File: config.mk
export PLATFORM = sky130hd
export DESIGN_NAME = rsc2_dec_lextr
export DESIGN_NICKNAME = d
export VERILOG_FILES = /design/src/rtl/rsc2_dec_lextr.sv
export SDC_FILE = /design/constraint.sdc
export NUM_CORES = 1
export LEC_CHECK = 0
export ABC_CLOCK_PERIOD_IN_PS = 8100
export CAP_MARGIN = 20
export CELL_PAD_IN_SITES_DETAIL_PLACEMENT = 1
export CELL_PAD_IN_SITES_GLOBAL_PLACEMENT = 2
export CORE_MARGIN = 1
export CORE_UTILIZATION = 25
export CTS_BUF_LIST = sky130_fd_sc_hd__clkbuf_16
export CTS_CLUSTER_DIAMETER = 50
export CTS_CLUSTER_SIZE = 10
export DETAILED_ROUTE_END_ITERATION = 8
export PLACE_DENSITY_LB_ADDON = 0.15
export SLEW_MARGIN = 40
export SYNTH_ARGS = -nofsm -noshare
export SYNTH_HDL_FRONTEND = slang
export SYNTH_SLANG_ARGS = --single-unit
File: constraint.sdc
create_clock -name iclk -period 8.1 [get_ports iclk]
set_clock_uncertainty 0.15 [all_clocks]
set_input_delay 1.215 -clock iclk [delete_from_list [all_inputs] [get_ports iclk]]
set_output_delay 1.215 -clock iclk [all_outputs]
set_load 0.03 [all_outputs]
File: src/rtl/rsc2_dec_lextr.sv
// rsc2_dec_lextr
// Extrinsic LLR extractor for the duobit RSC2 decoder. The a-priori LLRs and
// frame tags that accompanied a symbol into the upstream a-posteriori unit are
// delayed by pDELAY enabled cycles. When the matching a-posteriori word arrives
// (iLapo_val), the a-priori part is removed, optionally scaled, saturated and
// presented together with a hard duobit decision and a per-frame symbol index.
//
// Optional feature (macro RSC2_DEC_LEXTR_SCALE_EN):
//   defined   : extrinsic = d - (d >>> 2)   (0.75 scaling)
//   undefined : extrinsic = d               (unity)
//   Latency is two enabled cycles from iLapo_val in both builds.
//
// Ports:
//   iclk, ireset, iclkena      clock, async active-high reset, clock enable
//   ival, isop, ieop, iLapri   a-priori valid/tags/LLRs (symbols 1..3 vs 0)
//   iLapo_val, iLapo           a-posteriori valid and LLRs (symbols 1..3)
//   oval, osop, oeop           output valid and frame tags
//   oaddr                      symbol index within the frame
//   oLextr                     saturated extrinsic LLRs (symbols 1..3)
//   odat                       hard duobit decision
//   oalign_err                 sticky iLapo_val / delayed ival mismatch flag
module rsc2_dec_lextr #(
  parameter int pLLR_W  = 5,
  parameter int pLAPO_W = 9,
  parameter int pEXTR_W = 7,
  parameter int pDELAY  = 6,
  parameter int pADDR_W = 10
) (
  input  logic                              iclk,
  input  logic                              ireset,
  input  logic                              iclkena,
  input  logic                              ival,
  input  logic                              isop,
  input  logic                              ieop,
  input  logic [2:0][pLLR_W-1:0]            iLapri,
  input  logic                              iLapo_val,
  input  logic [2:0][pLAPO_W-1:0]           iLapo,
  output logic                              oval,
  output logic                              osop,
  output logic                              oeop,
  output logic [pADDR_W-1:0]                oaddr,
  output logic [2:0][pEXTR_W-1:0]           oLextr,
  output logic [1:0]                        odat,
  output logic                              oalign_err
);

  // One guard bit over the a-posteriori width keeps the subtraction exact.
  localparam int cD_W = pLAPO_W + 1;
  localparam logic signed [cD_W-1:0] cSAT_HI = cD_W'((2 ** (pEXTR_W - 1)) - 1);
  localparam logic signed [cD_W-1:0] cSAT_LO = -cSAT_HI;

  logic [pDELAY-1:0]        dly_val;
  logic [pDELAY-1:0]        dly_sop;
  logic [pDELAY-1:0]        dly_eop;
  logic [2:0][pLLR_W-1:0]   dly_lapri [pDELAY];

  logic                     dl_val;
  logic                     dl_sop;
  logic                     dl_eop;
  logic [2:0][pLLR_W-1:0]   dl_lapri;

  logic signed [cD_W-1:0]   diff   [3];
  logic signed [cD_W-1:0]   scaled [3];
  logic signed [pLAPO_W-1:0] best;
  logic [1:0]               hard;

  logic                     s1_val;
  logic                     s1_sop;
  logic                     s1_eop;
  logic signed [cD_W-1:0]   s1_d [3];
  logic [1:0]               s1_dat;

  logic [2:0][pEXTR_W-1:0]  sat;

  // The delay line shifts on every enabled cycle, idle or not, so that its
  // tap lines up with the fixed latency of the upstream a-posteriori unit.
  always_ff @(posedge iclk or posedge ireset) begin
    if (ireset) begin
      dly_val <= '0;
      dly_sop <= '0;
      dly_eop <= '0;
      for (int k = 0; k < pDELAY; k++) dly_lapri[k] <= '0;
    end else if (iclkena) begin
      dly_val[0]   <= ival;
      dly_sop[0]   <= isop;
      dly_eop[0]   <= ieop;
      dly_lapri[0] <= iLapri;
      for (int k = 1; k < pDELAY; k++) begin
        dly_val[k]   <= dly_val[k-1];
        dly_sop[k]   <= dly_sop[k-1];
        dly_eop[k]   <= dly_eop[k-1];
        dly_lapri[k] <= dly_lapri[k-1];
      end
    end
  end

  assign dl_val   = dly_val[pDELAY-1];
  assign dl_sop   = dly_sop[pDELAY-1];
  assign dl_eop   = dly_eop[pDELAY-1];
  assign dl_lapri = dly_lapri[pDELAY-1];

  // Extrinsic difference and hard decision. Symbol 0 is the implicit zero
  // reference, so the argmax starts from 0 and only a strictly larger LLR
  // moves it, which gives ties to the lowest index.
  always_comb begin
    best = '0;
    hard = 2'd0;
    for (int i = 0; i < 3; i++) begin
      diff[i] = $signed({iLapo[i][pLAPO_W-1], iLapo[i]})
              - $signed({{(cD_W - pLLR_W){dl_lapri[i][pLLR_W-1]}}, dl_lapri[i]});
`ifdef RSC2_DEC_LEXTR_SCALE_EN
      scaled[i] = diff[i] - (diff[i] >>> 2);
`else
      scaled[i] = diff[i];
`endif
      if ($signed(iLapo[i]) > best) begin
        best = $signed(iLapo[i]);
        hard = 2'(i + 1);
      end
    end
  end

  // Stage 1 captures the scaled differences. The output path follows
  // iLapo_val even when it disagrees with the delayed ival.
  always_ff @(posedge iclk or posedge ireset) begin
    if (ireset) begin
      s1_val <= 1'b0;
      s1_sop <= 1'b0;
      s1_eop <= 1'b0;
      s1_dat <= '0;
      for (int i = 0; i < 3; i++) s1_d[i] <= '0;
    end else if (iclkena) begin
      s1_val <= iLapo_val;
      if (iLapo_val) begin
        s1_sop <= dl_sop;
        s1_eop <= dl_eop;
        s1_dat <= hard;
        for (int i = 0; i < 3; i++) s1_d[i] <= scaled[i];
      end
    end
  end

  // Symmetric saturation so the most negative code is never produced.
  always_comb begin
    for (int i = 0; i < 3; i++) begin
      if (s1_d[i] > cSAT_HI) begin
        sat[i] = cSAT_HI[pEXTR_W-1:0];
      end else if (s1_d[i] < cSAT_LO) begin
        sat[i] = cSAT_LO[pEXTR_W-1:0];
      end else begin
        sat[i] = s1_d[i][pEXTR_W-1:0];
      end
    end
  end

  // Stage 2: output register. Data and address only update on a valid
  // symbol so they hold between outputs.
  always_ff @(posedge iclk or posedge ireset) begin
    if (ireset) begin
      oval   <= 1'b0;
      osop   <= 1'b0;
      oeop   <= 1'b0;
      oaddr  <= '0;
      oLextr <= '0;
      odat   <= '0;
    end else if (iclkena) begin
      oval <= s1_val;
      osop <= s1_val & s1_sop;
      oeop <= s1_val & s1_eop;
      if (s1_val) begin
        oLextr <= sat;
        odat   <= s1_dat;
        oaddr  <= s1_sop ? '0 : oaddr + pADDR_W'(1);
      end
    end
  end

  // Sticky flag: the a-posteriori stream has drifted from the delay line.
  always_ff @(posedge iclk or posedge ireset) begin
    if (ireset) begin
      oalign_err <= 1'b0;
    end else if (iclkena && (iLapo_val != dl_val)) begin
      oalign_err <= 1'b1;
    end
  end

endmodule

### Yosys cells after proc, flatten, opt, wreduce, memory -nomap -nowiden

Index checks and enable logic that the tools add are counted.

* flip-flop bits (word level): 180
* word-level logic and storage cells: 68
* memories kept: 0
* memory bits (writable): 0
* output and inout port bits: 37
* bits in read-only memories: 0
* latch bits: 0

* reduce and logical (&&, ||, !) cells: 3
* equal/unequal tests: 1
* divide/modulo/power cells: 0
* bitwise gates (word level): 2
* magnitude comparators: 9
* shifts and indexed selects: 0
* add/sub/neg operators: 4
* multipliers: 0
* multiplexer cells: 12

Operators by type and width (number)
* $mux W7: 6
* $gt A10 B7 Y1 const B: 3
* $lt A10 B7 Y1 const B: 3
* $sub A9 B5 Y10: 3
* $gt A9 B9 Y1: 2
* $mux W9: 2
* $add A10 B1 Y10 const B: 1
* $mux W10: 1
* $gt A9 B1 Y1 const B: 1
* $mux W2: 2
* $reduce_and A2 Y1: 2
* $and A1 B1 Y1: 2
* $logic_and A1 B1 Y1: 1
* $mux W1: 1
* $ne A1 B1 Y1: 1

### Longest topological paths before layout

Gate-level depths: netlist (run 1).

* depth in word-level cells: 6
* gate-level depth with buffers: 16
* mapped depth without buffers: 15

### Least setup slack after synthesis (run 1)

No wires, ideal clock.

* kind: input to register
* start: input port iLapo[8] in the netlist's numbering
* end: register s1_dat[0]
* data required time: 7.808 ns
* path slack: 3.669 ns
* stages on the path: 15
* arrival time: 4.140 ns
* buffers on the path: 1
* path through: nand2b_1 -> ha_1 -> and4_1 -> nand2_1 -> or3_1 -> nand3_2 -> buf_6 -> mux2_1 -> ha_1 -> a211oi_1 -> nor2_1 -> o31a_1 -> o32a_1 -> a21oi_1 -> a31oi_1

* cells in the longest elaborated chain, start to end: 6

RTL lines
* from (decl): RTL line 37 `input logic [2:0][pLAPO_W-1:0] iLapo,`
* $gt A9 B1 Y1: RTL line 116 `if ($signed(iLapo[i]) > best) begin`
* $mux W9: RTL line 116
* $gt A9 B9 Y1: RTL line 116
* $mux W9: RTL line 116
* $gt A9 B9 Y1: RTL line 116
* $mux W2 (*): RTL line 116
* to (signal assigned): RTL line 137 `s1_dat <= hard;`
* to (decl): RTL line 71 `logic [1:0] s1_dat;`

Mark *: on every way between the ends. The rest lies on a longest branch, timed or not.
A chain may end at the register's enable or synchronous reset.

### Worst setup path in the final report (run 1)

* start: input port iLapo[8] in the netlist's numbering
* end: register s1_dat[1]

* cells in the longest elaborated chain, start to end: 6

RTL lines (RTL line)
* $gt A9 B1 Y1: 116
* $mux W9 (*): 116
* $gt A9 B9 Y1: 116
* $mux W9: 116
* $gt A9 B9 Y1: 116
* $mux W2 (*): 116

Marked as above.

==> results of run 1 <==
## layout by cell type, fill, tap and decap left out, types with 4 or more instances in the layout
master / n
clkbuf_16: 17
dfrtp_1: 180
nor2_1: 28
xor2_1: 6
bufinv_16: 5
nand2_1: 110
mux2_1: 6
o21a_1: 12
diode_2: 4
inv_1: 37
a21oi_1: 21
buf_4: 4
a31oi_1: 5
nand2b_1: 15
o21ai_0: 68
and2_1: 5
or3_1: 4
ha_1: 46
nor2b_1: 10
mux2_2: 99
nor3_1: 17
nand4_1: 6
o31ai_1: 13
nor4_1: 5
clkdlybuf4s50_1: 84
nand3_1: 7
inv_6: 5
## cell type report
cell class | count | area, sq um
multi-input combinational | 522 | 3750
sequential | 180 | 4500
antenna | 4 | 10.0
timing repair buffer | 90 | 893
fill | 3750 | 23000
tap | 448 | 561
inverter | 38 | 155
clock buffer | 17 | 425
clock inverter | 15 | 240
## synthesized netlist by cell type, types with 3 or more instances
cell type,number,area share (%)
ha_1,46,6.7
xor2_1,6,0.62
or3_1,4,0.29
inv_1,38,1.7
o21ai_0,68,4.0
a31oi_1,5,0.37
nor3_1,17,1.0
dfrtp_1,180,53
and2_1,5,0.37
mux2_2,99,13
nand2b_1,15,1.1
nand2_1,110,4.8
xnor2_1,3,0.31
mux2_1,6,0.79
o31ai_1,13,1.1
nor2_1,28,1.2
buf_2,11,0.65
o21a_1,12,1.1
nand3_1,7,0.41
nor2b_1,10,0.73
nand4_1,6,0.44
a21oi_1,21,1.2
nor4_1,5,0.37
clkbuf_1,15,0.66
fa_1,3,0.70
## worst paths after layout
check                      cells after the start          from         end
max                                           15      iLapo[8]   s1_dat[1]
max reg2reg                                    8  dl_lapri[10]     s1_d[8]
min                                            1    oalign_err  oalign_err
min in group asynchronous                      2        ireset  dly_val[0]
max in group asynchronous                      3        ireset    s1_d[23]
min reg2reg                                    1    oalign_err  oalign_err
## through the flow
stage	instance area [sq um]	total power, mW	utilization (%)	setup slack [ps]
2_1_floorplan	8530	1.82	-	1850
3_3_place_gp	9860	2.13	29.4	2740
3_5_place_dp	9860	2.15	29.4	2680
4_1_cts	10500	3.13	31.4	3160
5_1_grt	10500	3.27	31.4	2840
6_report	10500	3.06	31.4	3160
## per-layer routing
layer | part of all wire, % | vias up | GRT usage (%) | wire (microns)
li1 | - | 2859 | - | -
met1 | 51 | 2786 | 17.7 | 10400
met2 | 44 | 69 | 18.8 | 8920
met3 | 3.3 | 17 | 2.76 | 664
met4 | 1.6 | 0 | 4.35 | 323
met5 | 0 | - | 0 | 0
## sequential cells by signal (all words and copies together) (netlist names), 2 cells and up
register,count
oLextr,21
s1_d,30
oaddr,10
dly_val,6
dl_lapri,15
dly_lapri,75
s1_dat,2
dly_eop,6
odat,2
dly_sop,6
## critical path, delay by kind of cell
| family | cells | cell delay [ps] |
|---|---|---|
| buffers and inverters | 1 | 560 |
| adder cells (fa/ha/maj) | 2 | 600 |
| multiplexers | 1 | 360 |
| AO/OA/AOI/OAI | 5 | 1130 |
| AND/OR/NAND/NOR | 6 | 1220 |
## cells by family after synthesis
group                      Yosys count  synth area share (%)
xor gates and xnor gates             9                 0.924
DFF                                180                  52.8
muxes                              105                  13.9
AOI/OAI and AO/OA                  143                  10.2
other                                1                0.0440
buffers and inverters               66                  3.15
adders and majority gates           49                  7.45
and+or+nand+nor                    215                  11.5
## where the power goes
group	internal, mW	switching, mW
clock network	0.558	0.393
registers	1.12	0.151
logic	0.380	0.450
total	2.06	0.993
==> impl.org, run 1 <==
** Outcome
- Result of the run :: complete, no violations

** Floorplanning
- Initial cell density of the core :: 25.4%
- I/O pin total :: 86
- The core region is 33500 sq um.
- Total number of placement rows :: 67
- Die H :: 187 microns
- The die is 187 microns wide.
- Die area :: 34900 sq um

** Setup path
- On the critical path, the stage with the largest delay is an instance of clkdlybuf4s50_1.
- Dominant cell type by count on the critical path :: ha_1
- The setup check on the worst reg-to-reg path leaves a slack of ~5800 ps.
- Kind of critical path :: input pin to register
- CP required :: slightly above 8000 ps
- At the worst endpoint, the arrival time is 5070 ps.
- STA classifies the critical path startpoint as an input pin.
- On the worst path, the slowest cell contributes a delay of between 500 and 600 ps.
- Largest fanout of any net on the critical path :: 11
- Walking the worst path, the cells encountered are clkdlybuf4s50_1 > nand2b_1 > ha_1 > and4_1 > nand2_1 > or3_1 > nand3_2 > mux2_1 > ha_1 > a211oi_1 > nor2_1 > o31a_1 > o32a_1 > a21oi_1 > a31oi_1.
- STA classifies the critical path endpoint as a register.

** Yosys
- Area of the mapped netlist :: 8530 sq um
- In this run, synthesis produced a sequential element count of 180.
- Counting flops with a built-in enable in the synthesized netlist gives 0.
- In the synthesized netlist the async set-or-reset flop fraction comes to between 90% and 100%.
- The Yosys step of the flow raised 0 warnings.
- A synthesized cell averages 11.1 sq um.
- Number of nets in the synthesized netlist :: just under 900
- Number of distinct standard cells referenced by the synthesized netlist :: 50
- After synthesis, flip-flops and latches occupy 52.8% of the total area.
- Top flip-flop cell by instance count after synthesis :: dfrtp_1
- Mapped Cells :: 768

** Finish
- Once layout is complete, the cells apart from fillers number 1314.
- Area growth from synthesis to layout :: 23.6%
- For this run, the post-layout net count is between 900 and 1000.
- Fraction of layout instances using a drive strength above 1 :: between 10% and 20%

** Clocking
- Hold-fix buffers, CTS :: 0
- Clock-pin slew was measured on the worst setup and hold paths at 80 ps.
- Clock network latency to the later pin of the worst-skew pair :: 440 ps
- For this design, the sink count on the clock tree is 180.
- CTS H-tree lvls :: 4
- TritonCTS built the clock tree.
- The number of setup buffers added after CTS is 0.
- The clock passes through at most 2 buffers.
- Once the clock tree was built, the resizer swapped 0 gates to a different size.
- Root buffer selected by CTS :: clkbuf_16
- Number of buffers created by CTS :: 17

** Detailed routing
- Dividing the detail-routed wire length by the instance count gives approximately 15 microns.
- DRC Markers :: 0
- The final layout contains routed wiring with a total length of just over 20000 microns.
- Antenna Violating Nets Remaining :: 0
- The first TritonRoute pass finished after 4 iterations.
- Vias per Instance :: 4.36
- Routed vias :: approximately 5700
- Starting DRT DRC Count :: 255

** Pwr
- Total power divided by cell area :: 290 nW/um^2
- IR analysis of the VDD net gives a maximum drop of 153 uV.
- Summed over all cells, the static leakage comes to 4.54 nW.

** Timing
- Hold slack :: 312 ps
- At the pin with the least slew margin, the transition time is 753 ps.
- Max Transition Viols Final :: 0
- For the final routed database, the setup TNS stands at 0 ps.
- Normalized max-slew margin :: 49.8%
- The final-report hold violation count is 0.
- Setup repair after global routing left no endpoint under its margin.
- Static timing analysis puts the maximum clock frequency at 203 MHz.
- Endpoints failing setup :: 0
- Part of the cycle the worst path needs :: 60.9%
- Minimum clock period :: 4940 ps

** Place
- Routability-driven placement finished with a final weighted congestion of 0.748.
- The wire-length estimate of the detail-placed layout is 14600 microns.
- Port buffer count :: 85
- After detailed placement, the design holds a cell count of 1278.

** Global routing
- The total overflow left after global routing is 0.
- Initial antenna violation count :: 1
- Entering global routing, the biggest net connects between 100 and 150 pins.
- Global-route wire length before repair :: 34200 microns
- Vias in the first global route :: 6100
- Global routing consumed, over all layers together, 12.5% of the routing resources.

** Flow run
- The tool flagged a number of max-cap violations equal to 0.

** Min path
- In this run the worst hold path is classified as register to register.
(Power assumes the default switching activity.)
==> run 2, diff against run 1 <==
ABC_CLOCK_PERIOD_IN_PS = 5000   (was 8100)
clock period = 5 ns   (was 8.1 ns; I/O delays follow)
==> run 2 against run 1 <==
  * Register-to-register slack got worse by 3200 ps
  * Global-route usage decreased by 0.28 points
  * Highest routed layer unchanged
  * Sequential cell count unchanged
  * Critical path type unchanged
  * Largest power group unchanged
  * Largest cell class unchanged
  * Sequential power increased by 61%
==> impl.org, run 2 (synthesis results as in run 1) <==
** Outcome
- The run finished with clean final reports.

** Detailed routing
- Routed vias :: 5778 (+0.82%)
- DRC Markers :: 0 (unchanged)
- The remaining antenna violation count was 0 (unchanged).
- Starting DRT DRC Count :: 222 (-13%)
- The first-pass detailed-route iteration total was 4 (unchanged).
- The total detailed-routing wirelength came to 20100 microns (-1.0%).
- The average wire per standard cell was 15.3 microns (-1.0%).
- Vias per Instance :: 4.40 (+0.82%)

** Min path
- Cell depth of the worst hold path :: 1 (unchanged)
- The min-delay analysis places its worst path in the category register to register.

** Clocking
- TritonCTS clock tree :: yes
- CTS H-tree lvls :: 4 (unchanged)
- The number of buffers inserted by hold repair at cts came to 0 (unchanged).
- The clock latency reported for the late side of the worst-skew pair was 440 ps (about the same).
- The post-CTS setup-driven buffer insertion count is 0 (unchanged).
- The maximum clock insertion buffer count is 2 (unchanged).
- The CTS sink count is 180 (unchanged).
- Root buffer selected by CTS :: clkbuf_16
- The post-cts sizing count was 0 (unchanged).
- Clock Pin Slew Worst Setup and Hold Paths :: 80 ps (about the same)
- The CTS buffer count is 17 (unchanged).

** Finish
- Most frequent standard cell in the layout excluding fill and tap cells :: dfrtp_1
- The number of nets at the end of the flow came to 950 (+0.32%).
- Core Util, Final :: 31.2% (-0.20 points)
- The top cell types in the final layout, fill and taps aside, are dfrtp_1, nand2_1, mux2_2.
- The total of fill cells in the finished design is 3751 (+0.027%).
- Register name with the most flops :: dly_lapri
- The share of post-route cells with drive strength above 1 came to 16.6% (+0.058 points).
- The final non-filler cell total is 1314 (unchanged).
- The flip-flop count of the largest register after layout was 75 (unchanged).
- Area growth from synthesis to layout :: 22.9%
- The largest registers in the layout are dly_lapri: 75 flops, s1_d: 30 flops, oLextr: 21 flops.

** Timing
- The clock period could shrink to 4490 ps.
- Hold slack :: 310 ps (-1.90 ps)
- The final-report hold violation count came to 0 (unchanged).
- Setup repair after global routing left no endpoint under its margin.
- Part of the cycle the worst path needs :: 89.7%
- Based on the critical path, the design can be clocked at up to between 200 and 250 MHz.
- Transition time at the pin with the least slew margin :: 753 ps (-0.0558 ps)
- Max Transition Viols Final :: 0 (unchanged)
- Final critical-path setup slack :: 513 ps (-2650 ps)
- The total negative slack for setup checks was 0 ps (unchanged).
- Normalized max-slew margin :: 49.8% (about the same)
- Endpoints failing setup :: 0 (unchanged)

** Global routing
- Met3 capacity usage during global routing :: 2.71% (-0.056 points)
- The total grt overflow came to 0 (unchanged).
- The maximum number of pins on one net before global-route repair was 122 (+2.5%).
- The initial antenna violation count is 1 (unchanged).
- The global-route wire length before repair came to 33600 microns (-1.7%).
- The met2 usage is 19.2% (+0.37 points).
- The total track usage is 12.3% (-0.28 points).
- Most utilized layer in the global route result :: met2
- Met1 Track Usage GR :: 16.7% (-0.97 points)
- The via count of the first global-routing pass came to 6055 (-0.74%).

** Place
- Cell count after placement :: 1281 (+0.23%)
- HPWL after detailed placement :: 14600 microns (+0.50%)
- The routability congestion estimate is 0.751 (+0.32%).
- The worst slack after detailed placement is 58.3 ps (-2620 ps).
- The number of buffers inserted by port buffering came to 85 (unchanged).

** Floorplanning
- The total I/O pin count is 86 (unchanged).
- Initial cell density of the core :: 25.4% (unchanged)
- The chip height is 187 microns (unchanged).
- The number of core rows was 67 (unchanged).
- Die Span X :: 187 microns (unchanged)
- Die area :: 34900 sq um (unchanged)
- Placeable Area :: 33500 sq um (unchanged)

** Pwr
- Leakage power of the design :: 4.52 nW (-0.44%)
- The power density relative to cell area is 456 nW/um^2 (+57%).
- The peak supply drop came to 244 uV (+60%).

** Setup path
- CP Capture Type :: register
- The setup path with the least slack is of type input pin to register.
- Largest fanout of any net on the critical path :: 10 (-1)
- The worst setup path is launched from an input pin.
- The data arrival time of the critical path is 4620 ps (-450 ps).
- CP required :: 5140 ps (-3100 ps)
- R2r worst-path depth :: 8 (unchanged)

** Flow run
- Maximum Capacitance Violations :: 0 (unchanged)
[run 2: cell count changes in the layout (fill, tap and decap cells not counted), sizes merged]
cell / previous run / this run
bufinv: 5 / 2
buf: 6 / 9
diode: 4 / 1
inv: 45 / 42
clkinv: 1 / 7
[run 2: per-layer routing]
layer	up-vias	share of wire, %	wire length, microns
met5	-	0	0
met4	0	1.4	277
met3	20	2.8	574
met2	68	46	9170
met1	2824	50	10100
li1	2866	-	-
[run 2: worst paths after layout]
path | startpoint | to | slack [ps]
min | oalign_err | oalign_err | 310
min reg2reg | oalign_err | oalign_err | 310
min in group asynchronous | ireset | dly_lapri[86] | 700
max reg2reg | dl_lapri[10] | s1_d[8] | 2670
max | iLapo[8] | s1_dat[1] | 510
max in group asynchronous | ireset | s1_d[24] | 3430
[run 2: stage by stage]
stage,power (mW),instance area [sq um]
after floorplan,2.95,8530
after global placement,3.46,9890
after detailed placement,3.48,9890
after CTS,4.88,10500
after global routing,5.12,10500
final,4.78,10500
[run 2: worst max-delay path: stages]
cell and delay, ps:
clkdlybuf4s50_1 570, nand2b_1 250, ha_1 310, and4_1 250, nand2_1 80, or3_1 360
nand3_2 190, buf_4 160, mux2_2 330, ha_1 290, nand3b_1 90, a21oi_1 70
o31a_1 270, o32a_1 280, a21oi_1 250, a31oi_1 120
[run 2: cell type report]
type	instances	area [sq um]	share of cell area, %
timing repair buffer	93	928	8.86
multi-input combinational	522	3750	35.8
inverter	38	146	1.40
sequential	180	4500	43.0
clock buffer	17	425	4.06
clock inverter	15	155	1.48
antenna	1	2.50	0.0239
tap	448	561	5.35
[run 2: report_power, final]
part	internal [mW]	switching (mW)
logic	0.621	0.740
registers	1.82	0.238
clock network	0.741	0.621
total	3.18	1.60
==> run 3, diff against run 2 <==
SKIP_CTS_REPAIR_TIMING = 1   (was unset)
==> results of run 3 <==
The final DEF is identical to that of run 2; final timing and power are the same.
